==> src/rtl/mem_port_arbiter.sv <==
// mem_port_arbiter: shares one memory port between the CPU controller (C)
// and a loader/DMA engine (D). Round-robin arbitration; every access runs
// through ISSUE, an optional read WAIT phase, and DONE, presenting exactly
// one memory command. All outputs come from registers, so request-side
// timing never reaches the memory pins combinationally.
module mem_port_arbiter #(
  parameter int ADDR_W = 32,
  parameter int DATA_W = 32,
  parameter int RD_LAT = 1
) (
  input  logic              clk,
  input  logic              reset,
  input  logic              c_req,
  input  logic              c_we,
  input  logic [ADDR_W-1:0] c_addr,
  input  logic [DATA_W-1:0] c_wdata,
  output logic              c_gnt,
  output logic              c_done,
  input  logic              d_req,
  input  logic              d_we,
  input  logic [ADDR_W-1:0] d_addr,
  input  logic [DATA_W-1:0] d_wdata,
  output logic              d_gnt,
  output logic              d_done,
  output logic [DATA_W-1:0] rdata,
  output logic              mem_en,
  output logic              mem_we,
  output logic [ADDR_W-1:0] mem_addr,
  output logic [DATA_W-1:0] mem_wdata,
  input  logic [DATA_W-1:0] mem_rdata,
  output logic              busy,
  output logic              owner
);

  // The wait counter is only 3 bits wide, so larger latencies cannot be counted.
  if ((RD_LAT < 1) || (RD_LAT > 7)) begin : g_rd_lat_check
    $error("mem_port_arbiter: RD_LAT must be in the range 1..7");
  end

  localparam logic [2:0] RD_LAT_C = 3'(RD_LAT);

  typedef enum logic [1:0] {
    IDLE  = 2'd0,
    ISSUE = 2'd1,
    WAIT  = 2'd2,
    DONE  = 2'd3
  } state_t;

  state_t            state;
  logic              last;
  logic [2:0]        cnt;
  logic              cmd_we;
  logic [ADDR_W-1:0] cmd_addr;
  logic [DATA_W-1:0] cmd_wdata;
  logic              pick_d;

  // D wins when it is the only requester, or on a tie when C was served last.
  assign pick_d = d_req && (!c_req || !last);

  // The command latch drives the memory pins directly and holds through WAIT.
  assign mem_we    = cmd_we;
  assign mem_addr  = cmd_addr;
  assign mem_wdata = cmd_wdata;

  // Sequencer: arbitration, command latch, wait counting, read capture and pulses.
  always_ff @(posedge clk or negedge reset) begin
    if (!reset) begin
      state     <= IDLE;
      last      <= 1'b1;
      cnt       <= 3'd0;
      cmd_we    <= 1'b0;
      cmd_addr  <= '0;
      cmd_wdata <= '0;
      rdata     <= '0;
      mem_en    <= 1'b0;
      c_gnt     <= 1'b0;
      d_gnt     <= 1'b0;
      c_done    <= 1'b0;
      d_done    <= 1'b0;
      busy      <= 1'b0;
      owner     <= 1'b0;
    end else begin
      mem_en <= 1'b0;
      c_gnt  <= 1'b0;
      d_gnt  <= 1'b0;
      c_done <= 1'b0;
      d_done <= 1'b0;
      case (state)
        IDLE: begin
          if (c_req || d_req) begin
            owner     <= pick_d;
            last      <= pick_d;
            cmd_we    <= pick_d ? d_we    : c_we;
            cmd_addr  <= pick_d ? d_addr  : c_addr;
            cmd_wdata <= pick_d ? d_wdata : c_wdata;
            mem_en    <= 1'b1;
            c_gnt     <= !pick_d;
            d_gnt     <= pick_d;
            busy      <= 1'b1;
            state     <= ISSUE;
          end
        end
        ISSUE: begin
          if (cmd_we) begin
            c_done <= !owner;
            d_done <= owner;
            state  <= DONE;
          end else begin
            cnt   <= 3'd1;
            state <= WAIT;
          end
        end
        WAIT: begin
          if (cnt == RD_LAT_C) begin
            rdata  <= mem_rdata;
            c_done <= !owner;
            d_done <= owner;
            state  <= DONE;
          end else begin
            cnt <= cnt + 3'd1;
          end
        end
        DONE: begin
          busy  <= 1'b0;
          state <= IDLE;
        end
        default: begin
          busy  <= 1'b0;
          state <= IDLE;
        end
      endcase
    end
  end

endmodule

==> config.mk <==
export PLATFORM = sky130hd
export DESIGN_NAME = mem_port_arbiter
export DESIGN_NICKNAME = d
export VERILOG_FILES = /design/src/rtl/mem_port_arbiter.sv
export SDC_FILE = /design/constraint.sdc
export NUM_CORES = 1
export LEC_CHECK = 0
export BUFFER_PORTS_ARGS = -buffer_cell sky130_fd_sc_hd__buf_2
export CAP_MARGIN = 20
export CORE_MARGIN = 2
export CORE_UTILIZATION = 47
export DETAILED_ROUTE_END_ITERATION = 10
export HOLD_SLACK_MARGIN = 0.1
export PLACE_DENSITY = 0.85
export SLEW_MARGIN = 20
export SYNTH_ARGS = -nofsm -noshare
export SYNTH_HDL_FRONTEND = slang
export SYNTH_SLANG_ARGS = --single-unit
==> constraint.sdc <==
create_clock -name clk -period 3.2 [get_ports clk]
set_input_delay 0.48 -clock clk [delete_from_list [all_inputs] [get_ports clk]]
set_output_delay 0.48 -clock clk [all_outputs]
set_load 0.01 [all_outputs]
Word level (Yosys, flattened, before mapping) --
Cells that the tools add are included.
Operators by class: equal/unequal tests 8, reductions and logical operators 15, mux-type cells 24, add/subtract/negate cells 1
Operators by type and width (count):
- 2-to-1 mux 32 bit | 2
- 2-to-1 mux 1 bit | 13
- inequality test 2 bit, second input constant | 4
- case mux 2 bit (4 select lines) | 1
- AND reduction 2 bit | 4
- 2-to-1 mux 3 bit | 2
- case mux 1 bit (2 select lines) | 3
- case mux 3 bit (2 select lines) | 1
- equality test 2 bit, second input constant | 2
- logical NOT 1 bit | 4
- 2-to-1 mux 2 bit | 2
- nonzero test 2 bit | 2
- adder 3 x 1 -> 3 bit, second input constant | 1
- equality test 3 x 1 -> 1 bit, second input constant | 1
- AND reduction 3 bit | 1
- equality test 2 x 1 -> 1 bit, second input constant | 1
- logical NOT 2 bit | 1
- logical OR 1 bit | 2
- logical AND 1 bit | 1
Word-level totals: word-level logic and storage cells 62, bits of input ports 166, output and inout port bits 104, register bits 110

Logic depth before layout (Yosys ltp) --
depth in word-level cells 6, depth in mapped cells 8, gate-level depth less buffers 6

Least setup slack after synthesis --
Ideal clock, no wire load.
kind register -> register, start point register state[0], end point register cmd_addr[10] (netlist: mem_addr[10]), setup time 0.126 ns, arrival time 1.502 ns, required time 3.074 ns, cell stages (with the launch flop) 7, path buffers 1, path slack 1.572 ns, clock period less this slack 1.628 ns, path through dfrtp_1 -> inv_1 -> ha_1 -> and2_1 -> clkbuf_1 -> and3_1 -> a221o_1
On the way: word-level cells in the longest chain between the ends 2
RTL lines:
- from (decl) | RTL line 49 | state_t state;
- from (signal assigned) | RTL line 68 | state <= IDLE;
- from (signal assigned) | RTL line 100 | state <= ISSUE;
- from (signal assigned) | RTL line 107 | state <= DONE;
- logical NOT 2 bit | RTL line 88 | case (state)
- AND reduction 2 bit (no source line)
- to (signal assigned) | RTL line 94 | cmd_addr <= pick_d ? d_addr : c_addr;
- to (decl) | RTL line 53 | logic [ADDR_W-1:0] cmd_addr;
Every way passes these cells. A chain may end at the register's enable or synchronous reset.

Worst setup path after layout --
start point register state[0], end point register cmd_addr[25] (netlist: mem_addr[25])
The elaborated chain is that of the path after synthesis.

==> impl_metrics.ini <==
[place]
portBuffers = 269
dp.cells = 828
gp_congestion = 0.8354
post-dp-hpwl_mm = 9.910

[critical_path]
crit_path_cell_trace = inv_1 > ha_1 > o21ai_4 > clkinv_1 > nor2_1 > a21oi_1
cp-start-kind = register
reg2reg_depth = 6
crit_path_end_kind = register
worst_path_largest_cell_delay_ps = 580
path_max_fanout = 23
required_ps = 3450
crit_type = reg -> reg
path_delay_family = buffers and inverters
cp.depth = 6
cp_slowest_cell = clkinv_1
crit_buf_inv = 2
cp.arrival_ps = 2390

[grt]
use_met3 = 0.04073
grt_busiest_layer = met2
grt_pass1_wl_mm = 21.38
grt_max_degree = 65
antenna_found_initial = 0
use_met1 = 0.2966
grt_pass1_vias = 4484
grt_usage = 0.2425
overflow = 0
grtUsageMet2 = 0.4333

[power]
finalPower_mw = 6.045
p_sw_mw = 2.368
power_frac_comb = 0.452
power_frac_seq = 0.406
power_frac_clock = 0.142
power.internal_mw = 3.677
switching_share = 0.3917
p_per_area_mw_per_mm2 = 953.2
vdd_drop_max_mv = 0.4442
leakagePower_nw = 3.604

[outcome]
outcome = finished clean

[clocking]
post_cts_buffers = 0
insertion_delay_ps = 360
cts_buffer_depth = 2
cts_root_buf = clkbuf_8
tritoncts = yes
clk_pin_slew_ps = 100
clock-sinks = 110
ctsHoldBuffers = 0
cts-htree-levels = 3
cts-buffers-inserted = 9
cts_resized = 0

[yosys]
muxShareOfSynthArea = 0.004806
synth.top_cells.by_count = nand2_1 (117), dfrtp_1 (109), a221o_1 (49), and3_1 (49), a21oi_1 (35)
synthCells = 453
synth_area_leader_cell = dfrtp_1
synth_cell_type_count = 34
yosys.area.top_type_share = 0.5821
synth_simple_gate_area_share = 0.1933
synth_fa_ha_area_frac = 0.01602
syn_area_mm2 = 0.004686
synth_compound_area_frac = 0.1610
synthXorXnorAreaFrac = 0
synth_top_family_by_area = simple AND/OR/NAND/NOR gates
synthArstFlopShare = 1.000
synthFlopType = dfrtp_1
synth_warnings = 0
synth_edf_count = 0
yosysMostFrequentCell = nand2_1
yosys-top-cells-area = dfrtp_1 (58%), a221o_1 (10%), nand2_1 (9.4%), and3_1 (6.5%), a21oi_1 (3.7%)
yosysSeqAreaShare = 0.5877
syn_area_per_cell_um2 = 10.34
synth_nets = 625
ys_seq_elements = 110

[drt]
drt-initial-drc-count = 283
postRouteAntennaNets = 0
vias_per_cell = 5.325
drc = 0
totalWireLength_mm = 13.33
drtPass1Iterations = 4
vias = 4494
wl_per_cell_um = 15.79

[floorplan]
core_mm2 = 0.009729
rows = 36
die-height_um = 103.9
ios = 270
fp.dieArea_mm2 = 0.01078
initial_core_util = 0.4816
die_x_um = 103.9

[finish]
area.growth.synth_to_final_pct = 35.35
multi_input_area_mm2 = 0.001777
drive_above_1_share = 0.4191
nNetsFinal = 878
antennaDiodeCount = 0
nFillCells = 796
regArea_mm2 = 0.002754
fin_cells = 844

[sta]
tightest_slew_ps = 716.7
fin_crit_ps = 2137
final-setup-viol-count = 0
finalHoldViolCount = 0
relSlewSlack = 0.5194
rsz0062_at_grt = false
fin_tns_setup_ps = 0
clock_skew_ps = 10.94
drv_slew = 0
fin_crit_sh = 0.6678
fmax_mhz = 467.9

[job]
max_cap_violations = 0

[min_path]
hp-class = in -> async
worst reg2reg max path, cell delays in order (launching register included):
cell,delay [ps]
dfrtp_1,430
inv_1,100
ha_1,320
o21ai_4,280
clkinv_1,590
nor2_1,260
a21oi_1,60
layer usage:
| layer | vias up | part of all wire |
|---|---|---|
| met2 | 207 | 0.51 |
| met5 | - | 0 |
| met4 | 0 | 0.024 |
| met3 | 28 | 0.060 |
| li1 | 2097 | - |
| met1 | 2162 | 0.40 |
power by group through the flow:
stage,sequential [mW],combinational (mW),clock (mW)
2_1_floorplan,2.73,1.34,0
3_3_place_gp,2.44,2.63,0
3_5_place_dp,2.47,2.76,0
4_1_cts,2.45,2.76,0.885
5_1_grt,2.53,3.00,0.938
6_report,2.45,2.73,0.861
cells by family after synthesis:
| kind of cell | after synthesis |
|---|---|
| simple gates | 200 |
| flops | 110 |
| fa+ha+maj | 6 |
| compound gates | 95 |
| mux | 2 |
| buf+inv | 40 |
sequential cells by signal, indices dropped and copies added (netlist names):
register / flops
busy: 1
d_gnt: 1
state: 2
c_gnt: 1
last: 1
mem_addr: 32
rdata: 32
mem_en: 1
owner: 1
mem_we: 1
c_done: 1
d_done: 1
mem_wdata: 32
cnt: 3
path summary, 6_finish.rpt:
check	slack, ps	from	to
worst max-delay path	1060	state[0]	mem_addr[25]
worst min-delay path	110	reset	mem_wdata[31]
worst max register to register	1060	state[0]	mem_addr[25]
worst min register to register	480	rdata[8]	rdata[8]
max in group asynchronous	2340	reset	mem_wdata[27]
min in group clk	310	mem_rdata[23]	rdata[23]
stage by stage:
step / util / hold WS [ps] / instance area (um^2) / setup WS, ps
CTS: 0.6519 / 122.6 / 6342 / 1070
finish: 0.6519 / 113.3 / 6342 / 1063
global route: 0.6519 / 153.9 / 6342 / 839.9
floorplan: - / 184.4 / 4686 / 1572
detailed placement: 0.6304 / 457.0 / 6133 / 991.7
global placement: 0.6304 / 452.6 / 6133 / 1126
layout by cell type, fill, tap and decap left out, types with 2 or more instances in the layout:
cell        count
a21oi_1        34
a221o_1        49
and2_1          3
and3_1         49
buf_2         268
buf_4           7
clkbuf_8       11
clkinvlp_4      3
dfrtp_1       109
ha_1            6
inv_1           5
mux2_2          2
nand2_1       117
nor2_1         22
o21ai_0         2
area by class of cell:
type | instances | share of cell area
well taps | 133 | 0.02624
clock buffers | 11 | 0.02387
repair buffers | 276 | 0.2229
flip-flops and latches | 110 | 0.4342
multi-input cells | 303 | 0.2801
clock inverters | 5 | 0.009075
inverters | 6 | 0.003551
(Power assumes the default switching activity.)
